<file path="src/rtl/melody_pkg.sv">
// Shared types and the melody ROM for the melody sequencer.
// Each entry holds a note code and its length in beats minus one.
package melody_pkg;

  localparam int SONG_LEN = 42;
  localparam int IDX_W    = 6;

  typedef struct packed {
    logic [2:0] note;
    logic [1:0] beats_m1;
  } note_entry_t;

  typedef enum logic [1:0] {
    S_IDLE,
    S_PLAY,
    S_GAP
  } state_e;

  // Phrase-final entries hold for two beats.
  localparam note_entry_t SONG [0:SONG_LEN-1] = '{
    '{3'd1, 2'd0}, '{3'd1, 2'd0}, '{3'd5, 2'd0}, '{3'd5, 2'd0},
    '{3'd6, 2'd0}, '{3'd6, 2'd0}, '{3'd5, 2'd1},
    '{3'd4, 2'd0}, '{3'd4, 2'd0}, '{3'd3, 2'd0}, '{3'd3, 2'd0},
    '{3'd2, 2'd0}, '{3'd2, 2'd0}, '{3'd1, 2'd1},
    '{3'd5, 2'd0}, '{3'd5, 2'd0}, '{3'd4, 2'd0}, '{3'd4, 2'd0},
    '{3'd3, 2'd0}, '{3'd3, 2'd0}, '{3'd2, 2'd1},
    '{3'd5, 2'd0}, '{3'd5, 2'd0}, '{3'd4, 2'd0}, '{3'd4, 2'd0},
    '{3'd3, 2'd0}, '{3'd3, 2'd0}, '{3'd2, 2'd1},
    '{3'd1, 2'd0}, '{3'd1, 2'd0}, '{3'd5, 2'd0}, '{3'd5, 2'd0},
    '{3'd6, 2'd0}, '{3'd6, 2'd0}, '{3'd5, 2'd1},
    '{3'd4, 2'd0}, '{3'd4, 2'd0}, '{3'd3, 2'd0}, '{3'd3, 2'd0},
    '{3'd2, 2'd0}, '{3'd2, 2'd0}, '{3'd1, 2'd1}
  };

  function automatic logic [2:0] beats_of(note_entry_t e);
    return {1'b0, e.beats_m1} + 3'd1;
  endfunction

endpackage

</file>
<file path="src/rtl/melody_sequencer_beat_timer.sv">
// Cycle-within-beat counter plus remaining-beat counter for one note.
// Flags the gap start and the note end one cycle ahead of the edge.
module beat_timer #(
  parameter int TICK_DIV   = 1000000,
  parameter int GAP_CYCLES = 50000
) (
  input  logic       clk,
  input  logic       rst_n,
  input  logic       run_i,
  input  logic       load_i,
  input  logic [2:0] beats_i,
  input  logic       clear_i,
  output logic       wrap_o,
  output logic       note_end_o,
  output logic       gap_start_o
);

  localparam int CW = $clog2(TICK_DIV);
  localparam logic [CW-1:0] LAST   = CW'(TICK_DIV - 1);
  localparam logic [CW-1:0] GAP_AT = CW'(TICK_DIV - GAP_CYCLES - 1);

  logic [CW-1:0] cyc_q;
  logic [2:0]    beat_q;
  logic          last_beat;

  assign last_beat   = beat_q == 3'd1;
  assign wrap_o      = run_i && cyc_q == LAST;
  assign note_end_o  = wrap_o && last_beat;
  assign gap_start_o = (GAP_CYCLES != 0) && run_i
                    && last_beat && cyc_q == GAP_AT;

  always_ff @(posedge clk or negedge rst_n) begin
    if (!rst_n) begin
      cyc_q  <= '0;
      beat_q <= '0;
    end else if (clear_i) begin
      cyc_q  <= '0;
      beat_q <= '0;
    end else if (load_i) begin
      cyc_q  <= '0;
      beat_q <= beats_i;
    end else if (run_i) begin
      if (cyc_q == LAST) begin
        cyc_q  <= '0;
        beat_q <= beat_q - 3'd1;
      end else begin
        cyc_q <= cyc_q + 1'b1;
      end
    end
  end

endmodule

</file>
<file path="src/rtl/melody_sequencer.sv">
// Steps through the melody ROM and drives a note code to the DDS.
// All outputs are registered; control decisions are made a cycle ahead.
module melody_sequencer
  import melody_pkg::*;
#(
  parameter int TICK_DIV   = 1000000,
  parameter int GAP_CYCLES = 50000
) (
  input  logic       clk,
  input  logic       rst_n,
  input  logic       start,
  input  logic       stop,
  input  logic       loop,
  output logic [2:0] note_bin,
  output logic [5:0] note_idx,
  output logic       busy,
  output logic       done
);

  state_e            state_q;
  logic [2:0]        note_q;
  logic [IDX_W-1:0]  idx_q;
  logic              done_q;

  logic              run;
  logic              start_ok;
  logic              last_entry;
  logic [IDX_W-1:0]  nxt_idx;
  note_entry_t       nxt;
  logic              tm_load;
  logic              tm_clear;
  logic              tm_wrap;
  logic              tm_note_end;
  logic              tm_gap_start;
  logic              tm_wrap_unused;

  assign run        = state_q != S_IDLE;
  assign start_ok   = !run && start && !stop;
  assign last_entry = idx_q == IDX_W'(SONG_LEN - 1);
  assign nxt_idx    = (!run || last_entry) ? '0 : idx_q + 1'b1;
  assign nxt        = SONG[nxt_idx];
  assign tm_wrap_unused = tm_wrap;

  always_comb begin
    tm_load  = 1'b0;
    tm_clear = 1'b0;
    if (start_ok) begin
      tm_load = 1'b1;
    end else if (run) begin
      if (stop) begin
        tm_clear = 1'b1;
      end else if (tm_note_end) begin
        tm_load  = !last_entry || loop;
        tm_clear = last_entry && !loop;
      end
    end
  end

  beat_timer #(
    .TICK_DIV   (TICK_DIV),
    .GAP_CYCLES (GAP_CYCLES)
  ) u_timer (
    .clk         (clk),
    .rst_n       (rst_n),
    .run_i       (run),
    .load_i      (tm_load),
    .beats_i     (beats_of(nxt)),
    .clear_i     (tm_clear),
    .wrap_o      (tm_wrap),
    .note_end_o  (tm_note_end),
    .gap_start_o (tm_gap_start)
  );

  always_ff @(posedge clk or negedge rst_n) begin
    if (!rst_n) begin
      state_q <= S_IDLE;
      note_q  <= '0;
      idx_q   <= '0;
      done_q  <= 1'b0;
    end else begin
      done_q <= 1'b0;
      unique case (state_q)
        S_IDLE: begin
          note_q <= '0;
          if (start_ok) begin
            state_q <= S_PLAY;
            idx_q   <= '0;
            note_q  <= nxt.note;
          end
        end
        S_PLAY, S_GAP: begin
          if (stop) begin
            state_q <= S_IDLE;
            note_q  <= '0;
            idx_q   <= '0;
          end else if (tm_note_end) begin
            if (!last_entry || loop) begin
              state_q <= S_PLAY;
              idx_q   <= nxt_idx;
              note_q  <= nxt.note;
            end else begin
              state_q <= S_IDLE;
              note_q  <= '0;
              idx_q   <= '0;
              done_q  <= 1'b1;
            end
          end else if (tm_gap_start) begin
            state_q <= S_GAP;
            note_q  <= '0;
          end
        end
        default: begin
          state_q <= S_IDLE;
          note_q  <= '0;
        end
      endcase
    end
  end

  assign note_bin = note_q;
  assign note_idx = idx_q;
  assign busy     = run;
  assign done     = done_q;

endmodule

</file>
<file path="config.mk">
export PLATFORM = sky130hd
export DESIGN_NAME = melody_sequencer
export DESIGN_NICKNAME = d
export VERILOG_FILES = /design/src/rtl/melody_pkg.sv /design/src/rtl/melody_sequencer_beat_timer.sv /design/src/rtl/melody_sequencer.sv
export SDC_FILE = /design/constraint.sdc
export NUM_CORES = 1
export LEC_CHECK = 0
export CAP_MARGIN = 20
export CORE_AREA = 2 2 87 89
export DETAILED_ROUTE_END_ITERATION = 6
export DIE_AREA = 0 0 89 91
export PLACE_DENSITY = 0.56
export SYNTH_ARGS = -nofsm -noshare
export SYNTH_HDL_FRONTEND = slang
export SYNTH_HIERARCHICAL = 1
export SYNTH_SLANG_ARGS = --single-unit
</file>
<file path="constraint.sdc">
create_clock -name clk -period 3.6 [get_ports clk]
set_input_delay 0.72 -clock clk [delete_from_list [all_inputs] [get_ports clk]]
set_output_delay 0.72 -clock clk [all_outputs]
set_load 0.02 [all_outputs]
</file>
### After elaboration in Yosys (flattened, before gate mapping)

Memory sizes are Yosys's and may differ from the RTL's.
Cells that the tools add are included.

| operators by class | value |
|---|---|
| $add $sub $neg | 4 |
| $lt $le $gt $ge | 1 |
| equal/unequal tests | 9 |
| mux-type cells | 40 |
| bitwise logic cells | 1 |
| reductions and logical operators | 22 |

Operators by type and width:

| kind | number |
|---|---|
| 2-to-1 mux 20 bit | 4 |
| equality test 20 bit (second input constant) | 2 |
| 2-to-1 mux 6 bit | 5 |
| 2-to-1 mux 3 bit | 9 |
| adder 20 x 1 -> 20 bit (second input constant) | 1 |
| 2-to-1 mux 1 bit | 13 |
| one-hot mux 6 bit (2 select lines) | 1 |
| 2-to-1 mux 5 bit | 2 |
| 2-to-1 mux 2 bit | 4 |
| greater-or-equal comparator 7 bit (second input constant) | 1 |
| logical AND 1 bit | 7 |
| NOT 6 -> 7 bit | 1 |
| adder 6 x 1 -> 6 bit (second input constant) | 1 |
| equality test 6 bit (second input constant) | 1 |
| one-hot mux 3 bit (2 select lines) | 1 |
| nonzero test 3 bit | 2 |
| logical NOT 1 bit | 4 |
| inequality test 4 bit (second input constant) | 1 |
| one-hot mux 2 bit (2 select lines) | 1 |
| AND reduction 2 bit | 2 |
| nonzero test 2 bit | 2 |
| adder 2 x 1 -> 3 bit (second input constant) | 1 |
| equality test 3 x 1 -> 1 bit (second input constant) | 1 |
| inequality test 3 bit (second input constant) | 1 |
| other kinds (8) | 9 |

| word-level totals | value |
|---|---|
| bits in registers | 35 |
| ROM bits | 320 |
| input port bits | 5 |
| output and inout port bits | 11 |
| memories kept | 1 |

Memory list:

| name | words | bits a word | read ports | clocked after memory_dff | wr ports | line | text |
|---|---|---|---|---|---|---|---|
| (no name shown) | 64 | 5 | 1 | 0 | 0 | melody_sequencer.sv:41 | `assign nxt = SONG[nxt_idx];` |

### Longest topological paths before layout

| logic depth | value |
|---|---|
| depth after elaboration | 12 |
| gate-level depth with buffers | 15 |
| gate-level depth less buffers | 14 |

### Hierarchy

Netlist, hierarchy kept.

Modules (own cells, without submodules):

| module | times used | cells an instance | area an instance (um^2) | sequential area each (um^2) |
|---|---|---|---|---|
| melody_sequencer | 1 | 173 | 1411.4 | 300.3 |
| beat_timer | 1 | 142 | 1327.5 | 575.6 |

### Worst setup path before layout

No wires, ideal clock.

| path | value |
|---|---|
| path kind | reg2reg |
| start | reg u_timer.cyc_q[10] |
| end | reg u_timer.cyc_q[11] |
| setup time | 122 ps |
| data arrival time | 3053 ps |
| data required time | 3478 ps |
| slack | 425 ps |
| stages on the path, launching flop included | 13 |
| cells stage by stage | dfrtp_1 > or4_4 > nor4_4 > nand2_2 > nor2_1 > nand3b_1 > nand2_1 > clkbuf_1 > nor3_1 > nor4_1 > nand3_1 > xor2_1 > nor2_1 |

| between the ends | value |
|---|---|
| cells in the longest elaborated chain, start to end | 9 |
| elaborated cells on any way between the ends | 17 |
| classes of those cells | add/sub (1); eq/ne (1); mux (12); reduce/logical (3) |

RTL lines:

| item | line | text |
|---|---|---|
| start, declared | melody_sequencer_beat_timer.sv:22 | `logic [CW-1:0] cyc_q;` |
| start signal, assigned | melody_sequencer_beat_timer.sv:47 | `cyc_q <= cyc_q + 1'b1;` |
| equality test 20 bit (*) | melody_sequencer_beat_timer.sv:27 | `assign wrap_o = run_i && cyc_q == LAST;` |
| logical AND 1 bit (*) | melody_sequencer_beat_timer.sv:27 |  |
| logical AND 1 bit (*) | melody_sequencer_beat_timer.sv:28 | `assign note_end_o = wrap_o && last_beat;` |
| named net tm_note_end | melody_sequencer.sv:33 | `logic tm_note_end;` |
| 2-to-1 mux 1 bit (*) | melody_sequencer.sv:52 | `end else if (tm_note_end) begin` |
| 2-to-1 mux 1 bit (*) | melody_sequencer.sv:50 | `if (stop) begin` |
| 2-to-1 mux 1 bit (*) | melody_sequencer.sv:49 | `end else if (run) begin` |
| 2-to-1 mux 1 bit (*) | melody_sequencer.sv:47 | `if (start_ok) begin` |
| named net tm_load | melody_sequencer.sv:30 | `logic tm_load;` |
| 2-to-1 mux 20 bit | melody_sequencer_beat_timer.sv:39 | `end else if (load_i) begin` |
| 2-to-1 mux 20 bit | melody_sequencer_beat_timer.sv:36 | `end else if (clear_i) begin` |

The timed path passes the listed nets; every way through them passes the cells marked *. The select of a mux whose other input is x is not followed.
A chain may end at the register's enable or synchronous reset.

### Worst setup path after layout

| path | value |
|---|---|
| start | reg u_timer.cyc_q[10] |
| end | reg u_timer.cyc_q[13] |

| between the ends | value |
|---|---|
| elaborated cells on any way between the ends | 17 |
| classes of those cells | add/sub (1); eq/ne (1); mux (12); reduce/logical (3) |

RTL lines:

| item | line | text |
|---|---|---|
| equality test 20 bit (*) | melody_sequencer_beat_timer.sv:27 |  |
| logical AND 1 bit (*) | melody_sequencer_beat_timer.sv:27 |  |
| logical AND 1 bit (*) | melody_sequencer_beat_timer.sv:28 |  |
| named net tm_note_end | melody_sequencer.sv:33 |  |
| 2-to-1 mux 1 bit (*) | melody_sequencer.sv:52 |  |
| 2-to-1 mux 1 bit (*) | melody_sequencer.sv:50 |  |
| 2-to-1 mux 1 bit (*) | melody_sequencer.sv:49 |  |
| 2-to-1 mux 1 bit (*) | melody_sequencer.sv:47 |  |
| named net tm_clear | melody_sequencer.sv:31 | `logic tm_clear;` |
| nonzero test 3 bit (no line) / 2-to-1 mux 20 bit (equally long branches) | n/a |  |

Marked as above.

==> metrics.cfg <==
[setup_path]
worstPathRequired_ps = 3770
critPathLaunchType = flip-flop
arrival_ps = 3260
slowest_stage = or4_4
cp_slowest_stage_delay_ps = 560
crit_top_cell = nor2_1
path_cells = or4_4, nor4_4, nand2_2, nor2_1, a21oi_1, nor2_1, nor3_1, nor4_1, buf_4, nand3_1, xor2_1, nor2_1
end_kind = flip-flop
critPathKind = flip-flop to flip-flop
path_max_fanout = 7

[timing]
finalMaxSlewViolations = 0
worst_clock_skew_ps = 6.246
min_period_ps = 3093
report.final.hold_viol_count = 0
worst_pin_slew_ps = 782.6
setup_viol_count_final = 0
rsz0062_at_grt = false
max_freq_ghz = 0.3234
setup_tns_ps = 0
slew_headroom = 0.4783
hold_slack_ps = 499.9
fin_crit_sh = 0.8591

[synth]
synth_area_um2 = 2735
yosys_warnings = 6
syn_inst = 314
syn_avg_cell_area_um2 = 8.711
synthesis.nets = 331

[flow_run]
cap_violations = 0

[place]
hpwl_um = 5055
port_buffers = 15
globalplace.congestion = 0.8508

[floorplan]
die_h_um = 91
start_util = 0.3832
die-area_um2 = 8099
dieWidth_um = 89
rows = 31
core_area_um2 = 7137
ioPinCount = 16

[power]
switching_share = 0.3535
ir_drop_mv = 0.2228
p_per_area_nw_per_um2 = 383.9
p_sw_uw = 421.6
pwr-share-seq = 0.377
power_frac_clock = 0.286
power.leakage_nw = 1.272
internal-power_uw = 771.1
comb_power_share = 0.336

[clock_tree]
cts_num_sinks = 35
cts_made_buffers = 5
ctsResizeCount = 0
post_cts_buffers = 0
path_clk_slew_ps = 70
clockBufferDepth = 2
holdBufCountCts = 0
cts_tree = done
cts_max_level = 2
clock_latency_ps = 280
cts_root_buf = clkbuf_8

[hold_path]
holdCritPathClass = flip-flop to flip-flop

[global_route]
gr-usage-all-layers = 0.1749
grt_overflow = 0
grt_max_degree = 36
antenna_found_initial = 0
grt_pass1_vias = 2282
grt_pass1_wl_um = 11320

[layout]
nets = 350
drive_above_1_share = 0.1051
n_antenna_cell = 0
multiInputGateArea_um2 = 1698
final_core_util = 0.4353
area_growth_pct = 13.59
fill_cells = 746
seq_area_um2 = 875.8

[routing]
ant_nets = 0
drc = 0
wire_per_inst_um = 15.43
via_per_inst = 5.572
vias = 2407
routed_wl_um = 6664
firstDrtPassIters = 4
drt_iter0_drc = 107

[outcome]
status = finished, final reports clean

## flip-flops by register name, indices dropped and copies added, names as in the netlist
name,flops
note_bin,3
done,1
state_q,2
u_timer/cyc_q,20
u_timer/beat_q,3
note_idx,6
## worst max-delay path, delay by kind of cell, from the launching register on
kind	cells	cell delay [ps]
buffers and inverters	1	180
AOI/OAI and AO/OA	1	80
xor gates and xnor gates	1	150
and+or+nand+nor	9	2120
DFF	1	440
## area by class of cell
| class | count | area share |
|---|---|---|
| Clock inverter | 1 | 0.009666 |
| Timing Repair Buffer | 28 | 0.07813 |
| Tap cell | 99 | 0.03987 |
| Sequential cell | 35 | 0.2819 |
| Multi-Input combinational cell | 246 | 0.5465 |
| Inverter | 17 | 0.02054 |
| Clock buffer | 6 | 0.02336 |
## layer usage
layer / GRT usage / share of wire
met1: 0.2407 / 0.48
met2: 0.2799 / 0.49
met3: 0.02545 / 0.018
met4: 0.05597 / 0.018
met5: 0 / 0
## path summary, 6_finish.rpt
kind	start	endpoint	slack [ps]	depth (start not counted)
setup / recovery	u_timer/cyc_q[10]	u_timer/cyc_q[13]	510	12
hold / removal	note_bin[1]	note_bin[1]	500	2
setup reg to reg	u_timer/cyc_q[10]	u_timer/cyc_q[13]	510	12
hold reg to reg	note_bin[1]	note_bin[1]	500	2
max in group asynchronous	rst_n	note_bin[1]	2590	1
min in group asynchronous	rst_n	u_timer/cyc_q[14]	510	1
## through the flow
stage / setup WS [ps] / power, mW / instances / cell area [µm²]
floorplan: 436.8 / 0.7244 / 314 / 2735
global placement: 425.4 / 0.8588 / 425 / 3004
detailed placement: 364.1 / 0.8558 / 425 / 3004
CTS: 528.4 / 1.204 / 432 / 3107
global route: 261.7 / 1.270 / 432 / 3107
finish: 507.4 / 1.193 / 432 / 3107
## cells in the final DEF, fill, tap and decap left out, types with 4 or more instances in the layout
master and instances:
nor2_1 32, o21ai_0 11, o211ai_1 4, inv_1 17, o31ai_1 4, nand3b_1 4, nand2_1 29, a21oi_1 9
nand4_1 7, buf_4 13, xor2_1 8, nor4_1 7, and3_1 6, o21a_1 4, o21ai_1 7, nand2b_1 4
dfrtp_1 35, clkbuf_8 5, clkdlybuf4s50_1 14, nor3_1 5, mux2i_1 6, nor2b_1 5, nor3b_1 4, nand3_1 13
a22o_1 5, xnor2_1 10, ha_1 12
## power by group through the flow
stage                     Clock [mW]  Sequential, mW  Combinational, mW
after floorplan                    0           0.454              0.270
after global placement             0           0.456              0.403
after detailed placement           0           0.457              0.399
after CTS                      0.352           0.449              0.402
after global routing           0.367           0.455              0.448
final                          0.342           0.450              0.401
Power figures use the tool's default switching activity.
